### config.mk
export PLATFORM = sky130hd
export DESIGN_NAME = pic_sync_controller
export DESIGN_NICKNAME = d
export VERILOG_FILES = /design/src/rtl/pic_sync_controller.sv
export SDC_FILE = /design/constraint.sdc
export NUM_CORES = 1
export LEC_CHECK = 0
export CORE_MARGIN = 2
export CORE_UTILIZATION = 55
export DETAILED_ROUTE_END_ITERATION = 16
export GPL_TIMING_DRIVEN = 1
export PLACE_DENSITY = 0.88
export SLEW_MARGIN = 10
export SYNTH_ARGS = -nofsm -noshare
export SYNTH_HDL_FRONTEND = slang
export SYNTH_SLANG_ARGS = --single-unit
### constraint.sdc
create_clock -name clk_i -period 80.7 [get_ports clk_i]
set_input_delay 12.105 -clock clk_i [delete_from_list [all_inputs] [get_ports clk_i]]
set_output_delay 12.105 -clock clk_i [all_outputs]
set_load 0.03 [all_outputs]
### src/rtl/pic_sync_controller.sv
// rtl/pic_sync_controller.sv - parametrised synchronous 8259A-style interrupt controller
module pic_sync_controller #(
    parameter int NUM_IRQ = 8
) (
    input  logic               clk_i,
    input  logic               rst_i,
    input  logic [NUM_IRQ-1:0] ir_i,
    input  logic               cs_i,
    input  logic               wr_i,
    input  logic               rd_i,
    input  logic [2:0]         addr_i,
    input  logic [31:0]        wdata_i,
    output logic [31:0]        rdata_o,
    input  logic               inta_i,
    output logic               int_o,
    output logic               vec_valid_o,
    output logic [7:0]         vector_o,
    output logic               spurious_o
);
    localparam int ID_W = $clog2(NUM_IRQ);

    typedef enum logic [1:0] {S_IDLE, S_RESOLVE, S_VECTOR} state_t;

    state_t             state_q;
    logic [1:0]         ctrl_q;
    logic [NUM_IRQ-1:0] imr_q, trig_q, irr_q, isr_q, ir_q;
    logic [7:0]         vbase_q, vector_q;
    logic [ID_W-1:0]    lowpri_q, sel_q;
    logic [31:0]        rdata_q;
    logic               int_q, vec_valid_q, spurious_q;

    logic [NUM_IRQ-1:0] elig_now, set_mask, ack_clr, eoi_clr, rise, irr_d, isr_d;
    logic [ID_W-1:0]    lowpri_d, sel_idx;
    logic [31:0]        rd_mux;
    logic               found, int_d;
    int                 sel_ch, svc_ch, lvl;
    logic               unused_wdata;

    // Rank 0 is the channel just after LOWPRI; LOWPRI itself ranks last.
    function automatic int prio_rank(input int ch, input logic [ID_W-1:0] low);
        return (ch + 2 * NUM_IRQ - int'(low) - 1) % NUM_IRQ;
    endfunction

    function automatic int top_of(input logic [NUM_IRQ-1:0] mask, input logic [ID_W-1:0] low);
        int best;
        int best_rank;
        best      = -1;
        best_rank = NUM_IRQ;
        for (int ch = 0; ch < NUM_IRQ; ch++) begin
            if (mask[ch] && prio_rank(ch, low) < best_rank) begin
                best      = ch;
                best_rank = prio_rank(ch, low);
            end
        end
        return best;
    endfunction

    function automatic logic [NUM_IRQ-1:0] eligible(input logic [NUM_IRQ-1:0] irr,
                                                    input logic [NUM_IRQ-1:0] imr,
                                                    input logic [NUM_IRQ-1:0] isr,
                                                    input logic [ID_W-1:0]    low);
        int                 in_svc;
        int                 lim;
        logic [NUM_IRQ-1:0] m;
        in_svc = top_of(isr, low);
        lim    = (in_svc < 0) ? NUM_IRQ : prio_rank(in_svc, low);
        for (int ch = 0; ch < NUM_IRQ; ch++) begin
            m[ch] = irr[ch] & ~imr[ch] & (prio_rank(ch, low) < lim);
        end
        return m;
    endfunction

    assign unused_wdata = ^wdata_i;

    always_comb begin
        elig_now = eligible(irr_q, imr_q, isr_q, lowpri_q);
        sel_ch   = top_of(elig_now, lowpri_q);
        svc_ch   = top_of(isr_q, lowpri_q);
        found    = (sel_ch >= 0);
        sel_idx  = found ? ID_W'(sel_ch) : '0;

        set_mask = '0;
        if (state_q == S_RESOLVE && found) begin
            set_mask[sel_idx] = 1'b1;
        end
        // A fresh edge in the acknowledge cycle re-arms the request.
        ack_clr = set_mask & ~trig_q;
        rise    = ir_i & ~ir_q;
        irr_d   = (trig_q & ir_i) | (~trig_q & ((irr_q & ~ack_clr) | rise));

        eoi_clr  = '0;
        lowpri_d = lowpri_q;
        lvl      = int'(wdata_i[4:0]);
        if (cs_i && wr_i && addr_i == 3'd4) begin
            if (wdata_i[8]) begin
                if (lvl < NUM_IRQ && isr_q[ID_W'(lvl)]) begin
                    eoi_clr[ID_W'(lvl)] = 1'b1;
                    if (ctrl_q[0]) lowpri_d = ID_W'(lvl);
                end
            end else if (svc_ch >= 0) begin
                eoi_clr[ID_W'(svc_ch)] = 1'b1;
                if (ctrl_q[0]) lowpri_d = ID_W'(svc_ch);
            end
        end
        if (state_q == S_VECTOR && ctrl_q[1] && !spurious_q) begin
            eoi_clr[sel_q] = 1'b1;
            if (ctrl_q[0]) lowpri_d = sel_q;
        end
        isr_d = (isr_q & ~eoi_clr) | set_mask;
        int_d = |eligible(irr_q & ~ack_clr, imr_q, isr_d, lowpri_d);

        case (addr_i)
            3'd0:    rd_mux = {30'd0, ctrl_q};
            3'd1:    rd_mux = 32'(imr_q);
            3'd2:    rd_mux = 32'(trig_q);
            3'd3:    rd_mux = {24'd0, vbase_q};
            3'd5:    rd_mux = 32'(irr_q);
            3'd6:    rd_mux = 32'(isr_q);
            3'd7:    rd_mux = 32'(lowpri_q);
            default: rd_mux = 32'd0;
        endcase
    end

    always_ff @(posedge clk_i) begin
        if (rst_i) begin
            state_q     <= S_IDLE;
            ctrl_q      <= 2'd0;
            imr_q       <= '1;
            trig_q      <= '0;
            vbase_q     <= 8'd0;
            irr_q       <= '0;
            isr_q       <= '0;
            ir_q        <= '0;
            lowpri_q    <= ID_W'(NUM_IRQ - 1);
            sel_q       <= '0;
            rdata_q     <= 32'd0;
            int_q       <= 1'b0;
            vec_valid_q <= 1'b0;
            vector_q    <= 8'd0;
            spurious_q  <= 1'b0;
        end else begin
            ir_q        <= ir_i;
            irr_q       <= irr_d;
            isr_q       <= isr_d;
            lowpri_q    <= lowpri_d;
            int_q       <= int_d;
            vec_valid_q <= 1'b0;
            spurious_q  <= 1'b0;
            if (cs_i && wr_i) begin
                case (addr_i)
                    3'd0:    ctrl_q  <= wdata_i[1:0];
                    3'd1:    imr_q   <= wdata_i[NUM_IRQ-1:0];
                    3'd2:    trig_q  <= wdata_i[NUM_IRQ-1:0];
                    3'd3:    vbase_q <= wdata_i[7:0];
                    default: ;
                endcase
            end
            if (cs_i && rd_i) begin
                rdata_q <= rd_mux;
            end
            case (state_q)
                S_IDLE: begin
                    if (inta_i) state_q <= S_RESOLVE;
                end
                S_RESOLVE: begin
                    state_q     <= S_VECTOR;
                    sel_q       <= sel_idx;
                    vec_valid_q <= 1'b1;
                    spurious_q  <= !found;
                    vector_q    <= found ? vbase_q + 8'(sel_idx) : vbase_q + 8'(NUM_IRQ - 1);
                end
                S_VECTOR: state_q <= S_IDLE;
                default:  state_q <= S_IDLE;
            endcase
        end
    end

    assign rdata_o     = rdata_q;
    assign int_o       = int_q;
    assign vec_valid_o = vec_valid_q;
    assign vector_o    = vector_q;
    assign spurious_o  = spurious_q;
endmodule

==> results by stage <==
Run status:
- The run finished with clean final reports.

Flow run:
- The tool flagged a number of max-cap violations equal to 0.

Setup path:
- In this design, the critical path's most frequently occurring cell is sky130_fd_sc_hd__ha_1.
- Along the worst path, the maximum fanout reaches 16.
- The worst register-to-register path has a setup slack of 36250 ps.
- The origin of the worst setup path is lowpri_q[2].
- The category of the most critical setup path is reg2reg.
- The critical path data required time is 80930 ps.
- The type of element capturing the critical path is a flop.
- The worst-path cell with the longest stage delay is sky130_fd_sc_hd__xnor2_1.
- For this run, the slowest stage of the critical path takes 760 ps.
- In this run the critical register-to-register path is captured at int_o.
- The arrival time reported for the critical path endpoint is between 40000 and 50000 ps.
- Measured in cells, the most critical reg-to-reg path has a length of about 180.
- The worst setup path is launched from a flop.
- The worst register-to-register path begins at lowpri_q[2].

Global routing:
- The initial antenna violation count came to 0.
- The total congestion overflow after global routing is 0.
- The largest net degree at the start of global routing is between 60 and 70.
- The global-route total usage across every layer is 32.0%.
- The via count of the first global-routing pass is 10300.
- The wire length of the first global-routing pass is 51500 um.

Routing:
- The routed length per instance is 20.3 um.
- The final routed wirelength across all metal layers is between 30000 and 40000 um.
- The first-pass iteration count of the detailed router is 8.
- The final route contains 10500 vias.
- For this run, design rule violations remaining after detail routing come to 0.
- In the routed layout, each cell is associated on average with a via count of 6.70.
- The number of nets with antenna violations after routing is 0.
- For this block, the initial DRC count from the detailed router was 1304.

Logic synthesis:
- The synthesized design devotes to its leading area cell type 16.9% of total area.
- Synthesis produced a netlist whose cell count is 1300.
- The most used flip-flop cell after synthesis is sky130_fd_sc_hd__dfxtp_1.
- In this run, distinct cell masters in the synthesized netlist total 116.
- Sequential cells were found to cover between 10% and 20% of the synthesized design area.
- The cell taking the most area after synthesis is sky130_fd_sc_hd__ha_1.
- The register bit total from synthesis is between 70 and 80.
- In this run the cell area of the synthesized design comes to 10100 um2.
- The synthesized design contains 0 enable-type register cells.
- In the post-synthesis netlist, the biggest area contributors are sky130_fd_sc_hd__ha_1, sky130_fd_sc_hd__dfxtp_1, sky130_fd_sc_hd__nor2_1.
- The average instance in the mapped netlist occupies 7.78 um2.
- The async set or reset register ratio after synthesis is 0%.
- The Yosys warning count is 0.

CTS:
- The setup fix buffers added after clock tree synthesis is 0.
- The clock sink count is 77.
- The total clock buffers created by CTS is 9.
- The tree is rooted in a sky130_fd_sc_hd__clkbuf_16.
- The clock tree synthesis step divided the H-tree into 3 levels.
- TritonCTS built the clock tree.
- Clock-pin slew was measured on the worst setup and hold paths at approximately 60 ps.
- After clock tree synthesis, the flow added hold-fix buffers numbering 0.
- The count of instances resized after the clock tree is built is 0.
- The later pin in the worst-skew pair is clocked with a latency of 340 ps.
- The clock passes through at most 2 buffers.

Layout:
- The antenna diode instance count is 0.
- The library cells used most frequently in the layout, excluding fill and tap cells, are sky130_fd_sc_hd__ha_1, sky130_fd_sc_hd__nor2_1, sky130_fd_sc_hd__nand2_1.
- The most common cell after layout, fill and taps aside is sky130_fd_sc_hd__ha_1.
- Cells with a size suffix above 1 make up under 10% of the layout.
- In the final design database the tool counted 1527 nets.
- Compared with the post-synthesis result, the final layout area differs by 9.27%.
- The utilization after layout is 61.3%.

Min path:
- The worst hold path stage count is 2.
- The path class of the tightest hold or removal check is reg2reg.
- The worst hold path terminates at vector_o[3].
- The critical hold path startpoint is vector_o[3].

Timing:
- The minimum period implied by the final worst setup slack is around 44000 ps.
- Across all setup checks in the final design, the least slack found is 36250 ps.
- The final hold slack is about 450 ps.
- Setup repair after global routing left no endpoint under its margin.
- Between clock sinks in the finished design, the worst skew comes to 8.04 ps.
- In the finished design, the share of the clock period the worst path needs comes to 55.1%.
- The number of pins with negative max-slew slack in the final report is 0.
- Setup violations remaining at the end of the flow were counted as 0.
- In this run the tightest slew margin relative to its limit is ~14%.
- The measured slew at the worst slew-check pin is 1270 ps.
- The number of hold-slack violations in the final timing report was 0.
- The total negative setup slack is 0 ps.
- The maximum clock rate is approximately 0.022 GHz.

Placement:
- The detailed placer's ending HPWL is 24500 um.
- The final weighted congestion in routability-driven placement is between 0.9 and 1.
- The count of buffers added on input and output ports is 44.
- Timing analysis after detailed placement gives a worst setup slack of 37570 ps.

Die:
- Once the floorplan was initialized, standard cells occupied 56.1% of the core.
- The placement row count is 49.
- The core region is roughly 18000 um2.
- The die span in x is 140 um.
- 92 I/O pins were placed.
- The floorplan step defined a die boundary enclosing 19500 um2.
- The chip height is around 140 um.

Power:
- Dividing total power by cell area gives a power density of between 8 and 9 nW/um2.
- Summed over all cells, the static leakage comes to ~0.0045 uW.
- Across the VDD grid, the largest voltage drop is 20.5 uV.
## cells by family (layout without fill, tap and decap cells)
kind of cell               after synthesis  in the layout  synth area share (%)
and+or+nand+nor                        455            455                  22.3
adders and majority gates              138            138                  17.1
DFF                                     77             77                  15.2
xor gates and xnor gates                19             19                  1.72
buffers and inverters                  133            139                  5.95
muxes                                   61             61                  6.65
AOI/OAI and AO/OA                      416            416                  31.0
other                                    1             40                0.0371
## synthesized netlist by cell type, types with 5 or more instances
cell type and number:
sky130_fd_sc_hd__a211o_1 10, sky130_fd_sc_hd__a211oi_1 23, sky130_fd_sc_hd__a21o_1 23, sky130_fd_sc_hd__a21oi_1 93, sky130_fd_sc_hd__a221oi_1 7, sky130_fd_sc_hd__a22oi_1 13
sky130_fd_sc_hd__a31o_2 5, sky130_fd_sc_hd__a31oi_1 15, sky130_fd_sc_hd__and2_1 11, sky130_fd_sc_hd__and3_1 9, sky130_fd_sc_hd__buf_1 7, sky130_fd_sc_hd__buf_4 26
sky130_fd_sc_hd__clkbuf_1 28, sky130_fd_sc_hd__dfxtp_1 77, sky130_fd_sc_hd__ha_1 137, sky130_fd_sc_hd__inv_1 64, sky130_fd_sc_hd__mux2_2 19, sky130_fd_sc_hd__mux2i_1 37
sky130_fd_sc_hd__nand2_1 117, sky130_fd_sc_hd__nand2b_1 30, sky130_fd_sc_hd__nand3_1 33, sky130_fd_sc_hd__nand3b_1 6, sky130_fd_sc_hd__nand4_1 8, sky130_fd_sc_hd__nor2_1 127
sky130_fd_sc_hd__nor2b_1 31, sky130_fd_sc_hd__nor3_1 26, sky130_fd_sc_hd__nor3b_1 8, sky130_fd_sc_hd__nor4b_1 5, sky130_fd_sc_hd__o2111ai_1 6, sky130_fd_sc_hd__o211ai_1 17
sky130_fd_sc_hd__o21a_1 18, sky130_fd_sc_hd__o21ai_0 61, sky130_fd_sc_hd__o21ai_1 6, sky130_fd_sc_hd__o31a_1 7, sky130_fd_sc_hd__o31ai_1 8, sky130_fd_sc_hd__or2_2 5
sky130_fd_sc_hd__or3_1 10, sky130_fd_sc_hd__xnor2_1 11, sky130_fd_sc_hd__xor2_1 7
## per-layer routing
layer,up-vias,global-route usage [%],part of all wire [%]
met5,-,0,0
met4,0,14.3,5.0
met3,137,6.16,10
met2,619,54.0,46
met1,4886,39.6,39
li1,4900,-,-
## through the flow
stage / total power [uW] / cells / area, um2
floorplan: 50.8 / 1339 / 10300
global placement: 54.0 / 1558 / 10700
detailed placement: 54.4 / 1558 / 10700
CTS: 97.6 / 1574 / 11100
global route: 101 / 1574 / 11100
finish: 98.2 / 1574 / 11100
## worst max-delay path by stage
stage,end,slack (ps),depth (start not counted)
floorplan,int_o,43820,192
global placement,int_o,38190,179
detailed placement,int_o,37570,179
CTS,int_o,37360,180
global route,int_o,33200,181
finish,int_o,36250,179
## sequential cells by signal, summed over array words and instances, names as in the netlist
register / count
ctrl_q: 2
imr_q: 8
int_o: 1
ir_q: 8
irr_q: 8
isr_q: 8
lowpri_q: 3
rdata_o: 8
sel_q: 3
spurious_o: 1
state_q: 2
trig_q: 8
vbase_q: 8
vec_valid_o: 1
vector_o: 8
## worst max-delay path: cells and delay by family, from the launching register on
family	cells	cell delay [ps]
compound gates	84	20580
mux	9	3470
simple gates	47	9570
buf+inv	7	1300
fa+ha+maj	27	7380
xor+xnor	5	1450
flops	1	590
## power breakdown
part	internal [uW]	switching [uW]
Sequential	39.3	1.11
Clock	27.9	16.2
Combinational	5.02	8.69
Total	72.2	26.0
## cell type report
cell class | count | area, um2
Inverter | 68 | 255
Sequential cell | 77 | 1540
Multi-Input combinational cell | 1129 | 8130
Clock inverter | 6 | 86.3
Tap cell | 229 | 287
Timing Repair Buffer | 55 | 518
Clock buffer | 10 | 239
Fill cell | 1547 | 6970
Power figures use the tool's default switching activity.
